**src/rtl/sc_fetch_unit.sv**
```systemverilog
// PC register, next-PC select and instruction-fetch sequencer (IDLE -> REQ -> EXEC loop).
// Latency: >= 2 cycles per instruction; first commit no earlier than the 3rd cycle after reset.
// Backpressure: imem_ack stalls REQ (bounded by TIMEOUT), hold stalls EXEC indefinitely.
module sc_fetch_unit #(
    parameter logic [31:0] RESET_PC = 32'h0000_0000,
    parameter int          TIMEOUT  = 8
) (
    input  logic        clock,
    input  logic        reset,
    output logic        imem_req,
    output logic [31:0] imem_addr,
    input  logic        imem_ack,
    input  logic [31:0] imem_rdata,
    input  logic [1:0]  pcsource,
    input  logic [31:0] br_offset,
    input  logic [31:0] jr_target,
    input  logic        hold,
    output logic [31:0] pc,
    output logic [31:0] pc4,
    output logic [31:0] inst,
    output logic        inst_valid,
    output logic        fetch_err
);

    typedef enum logic [1:0] {
        S_IDLE = 2'd0,
        S_REQ  = 2'd1,
        S_EXEC = 2'd2,
        S_ERR  = 2'd3
    } state_t;

    localparam logic [7:0] CNT_LAST = 8'(TIMEOUT - 1);

    state_t      state_q, state_d;
    logic [31:0] pc_q, pc_d;
    logic [31:0] inst_q, inst_d;
    logic [7:0]  cnt_q, cnt_d;
    logic        imem_req_q, imem_req_d;
    logic        inst_valid_q, inst_valid_d;
    logic        fetch_err_q, fetch_err_d;
    logic [31:0] pc4_w;
    logic [31:0] npc;

    assign pc4_w = pc_q + 32'd4;

    always_comb begin
        npc = pc4_w;
        case (pcsource)
            2'd0: npc = pc4_w;
            2'd1: npc = pc4_w + (br_offset << 2);
            2'd2: npc = jr_target;
            2'd3: npc = {pc4_w[31:28], inst_q[25:0], 2'b00};
            default: npc = pc4_w;
        endcase
    end

    always_comb begin
        state_d = state_q;
        pc_d    = pc_q;
        inst_d  = inst_q;
        cnt_d   = cnt_q;
        case (state_q)
            S_IDLE: begin
                state_d = S_REQ;
                cnt_d   = 8'd0;
            end
            S_REQ: begin
                // A same-cycle ack takes priority over the timeout firing.
                if (imem_ack) begin
                    inst_d  = imem_rdata;
                    cnt_d   = 8'd0;
                    state_d = S_EXEC;
                end else if (cnt_q == CNT_LAST) begin
                    state_d = S_ERR;
                end else begin
                    cnt_d = cnt_q + 8'd1;
                end
            end
            S_EXEC: begin
                if (!hold) begin
                    if (npc[1:0] != 2'b00) begin
                        state_d = S_ERR;
                    end else begin
                        pc_d    = npc;
                        state_d = S_REQ;
                    end
                end
            end
            S_ERR: begin
                state_d = S_ERR;
            end
            default: state_d = S_ERR;
        endcase

        // Outputs are registered, so they are decoded from the state being entered.
        imem_req_d   = (state_d == S_REQ);
        inst_valid_d = (state_d == S_EXEC);
        fetch_err_d  = (state_d == S_ERR);
    end

    always_ff @(posedge clock) begin
        if (reset) begin
            state_q      <= S_IDLE;
            pc_q         <= RESET_PC;
            inst_q       <= 32'd0;
            cnt_q        <= 8'd0;
            imem_req_q   <= 1'b0;
            inst_valid_q <= 1'b0;
            fetch_err_q  <= 1'b0;
        end else begin
            state_q      <= state_d;
            pc_q         <= pc_d;
            inst_q       <= inst_d;
            cnt_q        <= cnt_d;
            imem_req_q   <= imem_req_d;
            inst_valid_q <= inst_valid_d;
            fetch_err_q  <= fetch_err_d;
        end
    end

    assign imem_req   = imem_req_q;
    assign imem_addr  = pc_q;
    assign pc         = pc_q;
    assign pc4        = pc4_w;
    assign inst       = inst_q;
    assign inst_valid = inst_valid_q;
    assign fetch_err  = fetch_err_q;

endmodule

```
**config.mk**
```make
export PLATFORM = sky130hd
export DESIGN_NAME = sc_fetch_unit
export DESIGN_NICKNAME = d
export VERILOG_FILES = /design/src/rtl/sc_fetch_unit.sv
export SDC_FILE = /design/constraint.sdc
export NUM_CORES = 1
export LEC_CHECK = 0
export ABC_AREA = 1
export CAP_MARGIN = 20
export CORE_MARGIN = 2
export CORE_UTILIZATION = 51
export CTS_BUF_LIST = sky130_fd_sc_hd__clkbuf_16
export CTS_CLUSTER_DIAMETER = 50
export CTS_CLUSTER_SIZE = 25
export DETAILED_ROUTE_END_ITERATION = 10
export GPL_TIMING_DRIVEN = 0
export PLACE_DENSITY_LB_ADDON = 0.1
export SYNTH_ARGS = -nofsm -noshare
export SYNTH_HDL_FRONTEND = slang
export SYNTH_SLANG_ARGS = --single-unit
```
**constraint.sdc**
```tcl
create_clock -name clock -period 4.8 [get_ports clock]
set_input_delay 1.2 -clock clock [delete_from_list [all_inputs] [get_ports clock]]
set_output_delay 1.2 -clock clock [all_outputs]
set_load 0.01 [all_outputs]
```
Word level (Yosys, flattened, before mapping)
Cells that the tools add are included.

Logic and storage cells: 39. Output and inout port bits: 131. Register bits: 77. Input port bits: 102.

Bitwise operators: 2. Reductions and logical operators: 7. Add/sub/neg operators: 3. Equal/unequal tests: 11. Multiplexer cells: 9.

Operator list (number): $pmux W32 S4 (1); $add A32 B3 Y32 const B (1); $add A32 B32 Y32 (1); $mux W8 (2); $pmux W8 S2 (1); $eq A2 B2 Y1 const B (6); $add A8 B1 Y8 const B (1); $eq A8 B3 Y1 const B (1); $mux W2 (4); $pmux W2 S4 (1); $eq A2 B1 Y1 const B (3); $logic_not A2 Y1 (2); $reduce_and A2 Y1 (2); $reduce_bool A2 Y1 (2); $ne A3 B3 Y1 const B (1); $reduce_and A3 Y1 (1); $not A1 Y1 (2).

Longest topological paths before layout
Depth in word-level cells: 8. Gate-level depth with buffers: 26. Gate-level depth less buffers: 26.

Worst setup path before layout
OpenSTA, ideal clock, no wires.

Path type: flip-flop to flip-flop. Start: register pc_q[3] (netlist: imem_addr[3]). End: register pc_q[26] (netlist: imem_addr[26]). Clock period less this slack: 2905 ps. Arrival time: 2772 ps. Stages on the path, launching flop included: 23. Required time: 4668 ps. Path buffers: 0. Setup slack: 1895 ps. Setup time: 132 ps. Cell sequence: dfxtp_1 -> ha_1 -> inv_1 -> nor2_4 -> nand2_2 -> nor2_4 -> nand2_4 -> nor2_4 -> nand2_1 -> xor2_1 -> inv_1 -> ha_1 -> nand2_1 -> nor2_1 -> inv_1 -> nor3_1 -> nand3_1 -> nand3_1 -> nand2_1 -> nand3_1 -> nand2_1 -> nand2_1 -> a21oi_1.

Word-level cells in the longest chain between the ends: 3.

RTL lines: start, declared (line 35) `logic [31:0] pc_q, pc_d;`; start signal, assigned (line 112) `pc_q <= pc_d;`; $add A32 B3 Y32 (line 44) `assign pc4_w = pc_q + 32'd4;`; net pc4[20] (line 19) `output logic [31:0] pc4,`; $add A32 B32 Y32 (line 50) `2'd1: npc = pc4_w + (br_offset << 2);`; $pmux W32 S4 (line 48) `case (pcsource)`.

The timed path passes the listed nets, and every way through them passes these cells. A chain may end at the register's enable or synchronous reset.

Worst setup path in the final report
Start: register pc_q[3] (netlist: imem_addr[3]). End: output pc4[12].

Word-level cells in the longest chain between the ends: 1.

RTL lines (line): $add A32 B3 Y32 (44); end, declared (19).

No other way between the ends.

==> run_results.csv <==
group,metric,value,unit
setup_path,r2r_end,"imem_addr[21]",
synthesis,synthAdderAreaFrac,6.88,%
synthesis,synth-seq-area-share,22.5,%
routing,drt-vias-per-instance,5.31,
setup_path,cp-start-kind,"flop",
global_route,grt_pass1_vias,7831,
routing,drtIter0Drc,704,
synthesis,synth-main-ff-cell,"dfxtp_1",
final_layout,layout_common_cells,"nand2_1 (328), clkdlybuf4s50_1 (229), inv_1 (194), a21oi_1 (100), nor2_1 (96)",
clocking,clockBufferDepth,2,
floorplanning,die_area,14400,um2
floorplanning,start_util,51.9,%
floorplanning,chipHeight,120,um
synthesis,syn_area,6840,um2
synthesis,synth_xor_area_share,3.71,%
timing,finalSetupTns,0,ns
routing,ant_nets,0,
synthesis,synthesis.nets,1300,
synthesis,synth_area_per_cell,5.89,um2
outcome,outcome,"finished clean",
floorplanning,coreArea,13200,um2
global_route,grtUsageTotal,35.6,%
synthesis,synthMuxAreaShare,0,%
global_route,gr-total-overflow,0,
setup_path,cp-end-kind,"output port",
setup_path,reg2regPathDepth,22,
timing,min_period,4.11,ns
floorplanning,num_io_pins,233,
clocking,ctsResizeCount,0,
synthesis,netlist_instances,1161,
synthesis,ys_warn_count,0,
power,p_per_area,201,nW/um2
clocking,path_clk_slew,0.07,ns
synthesis,ys_async_sr_fraction,0,%
setup_path,r2r_start,"imem_addr[3]",
flow_run,max_cap_viol_count,0,
timing,finalMaxSlewViolations,0,
timing,fin_ws,0.685,ns
clocking,clock_latency,0.34,ns
routing,drt_wl_total,26.2,mm
clocking,cts_tree,"built",
final_layout,final_common_cell,"nand2_1",
timing,fin_crit_sh,85.7,%
routing,drc,0,
setup_path,worst-setup-path-type,"reg2out",
setup_path,arrival,2.91,ns
timing,setup_viol,0,
clocking,cts-root-buf,"clkbuf_16",
timing,worst_pin_slew,0.856,ns
timing,worst_clock_skew,0.00661,ns
clocking,clock_sinks,77,
power,leakagePower,4.52,nW
routing,wl_per_cell,16.6,um
synthesis,synth.distinct_cells,41,
clocking,ctsHoldBuffers,0,
setup_path,required,3.60,ns
timing,clock.fmax,243,MHz
final_layout,synthToLayoutAreaGrowth,41.3,%
final_layout,multi_input_area,4160,um2
place,portBuffers,229,
min_path,hold_path_class,"reg2reg",
clocking,htreeDepth,3,
timing,relSlewSlack,42.4,%
global_route,grt_pass1_wl,39.7,mm
synthesis,synth-compound-area-share,16.4,%
floorplanning,rows,42,
setup_path,r2r_slack,1.06,ns
final_layout,final_nets,1540,
synthesis,synth-simple-area-share,33.8,%
timing,rsz0062_at_grt,"false",
synthesis,synth_edf_count,0,
timing,hold_violations,0,
final_layout,diodes,0,
final_layout,fillers,1158,
setup_path,crit_start,"imem_addr[3]",
power,irDropWorstVdd,0.210,mV
place,hpwl,21.6,mm
place,gp_congestion,0.953,
routing,num_vias,8404,
clocking,cts_setup_buffers,0,
final_layout,regArea,1540,um2
floorplanning,die_x,120,um
routing,firstDrtPassIters,6,
synthesis,ys_ff_latch,77,
synthesis,synth_top_family_by_area,"simple AND/OR/NAND/NOR gates",
final_layout,drive_above_1_share,5.90,%
global_route,grt_max_degree,17,
clocking,numCtsBuffers,9,
place,preCtsSetupSlack,1.10,ns
global_route,grt_antenna_before_repair,0,
setup_path,endpoint,"pc4[12]",
setup_path,critPathMaxFanout,5,
logic make-up after synthesis:
kind of cell,count (synthesis)
XOR/XNOR,29
flip-flops,77
adder cells (fa/ha/maj),37
AND/OR/NAND/NOR,546
AO/OA/AOI/OAI,206
buffers and inverters,266
report_power, final:
| group | switching (W) | internal, W |
|---|---|---|
| combinational | 0.000272 | 0.000240 |
| sequential | 0.0000335 | 0.000671 |
| clock | 0.000304 | 0.000418 |
| total | 0.000609 | 0.00133 |
final cells by class:
type	count	share of cell area, %
Clock buffer	9	2.33
Timing Repair Buffer	229	23.7
Sequential cell	77	15.9
Buffer	62	3.88
Clock inverter	7	0.906
Inverter	204	7.92
Multi-Input combinational cell	818	43.0
Tap cell	176	2.28
routing by layer:
layer	wire length (um)	share of wire, %	global-route usage [%]
met3	2460	9.4	7.18
met2	12400	47	62.1
met4	1080	4.1	14.9
met5	0	0	0
met1	10300	39	42.4
synthesized netlist by cell type, types with 9 or more instances:
cell	n	area share, %
nor3_1	13	0.95
xnor2_1	9	1.2
clkbuf_1	20	1.1
o21ai_0	71	5.2
nand2_1	328	18
a21oi_1	100	7.3
buf_4	36	4.0
inv_1	194	11
nand3_1	63	4.6
ha_1	36	6.6
nand4_1	16	1.5
dfxtp_1	77	23
xor2_1	20	2.6
nor2_1	96	5.3
through the flow:
stage / cell area [um2] / total power (W) / hold slack [ns] / utilization [%] / cells
after detailed placement: 9350 / 0.00122 / 0.445 / 70.9 / 1566
after CTS: 9670 / 0.00193 / 0.457 / 73.3 / 1582
final: 9670 / 0.00194 / 0.453 / 73.3 / 1582
after global placement: 9350 / 0.00121 / 0.431 / 70.9 / 1566
after floorplan: 6840 / 0.000958 / 0.435 / - / 1161
after global routing: 9670 / 0.00201 / 0.473 / 73.3 / 1582
flip-flops by register name, indices dropped and copies added (netlist names):
signal / cells
imem_addr: 32
inst: 32
cnt_q: 8
state_q: 2
fetch_err: 1
imem_req: 1
inst_valid: 1
worst min path at each step:
stage,start,cells after the start,endpoint,slack (ns)
detailed placement,inst[31],2,inst[31],0.45
CTS,inst[30],2,inst[30],0.46
finish,inst[29],2,inst[29],0.45
floorplan,cnt_q[2],2,cnt_q[2],0.44
global route,inst[30],2,inst[30],0.47
global placement,inst[31],2,inst[31],0.43
worst max-delay path: stages, from the launching register on:
cell             delay [ns]
dfxtp_1                0.42
ha_1                   0.21
inv_1                  0.09
nor4_1                 0.76
xor2_1                 0.44
clkdlybuf4s50_1        0.65
No activity file was read; power rests on OpenSTA's default activity.
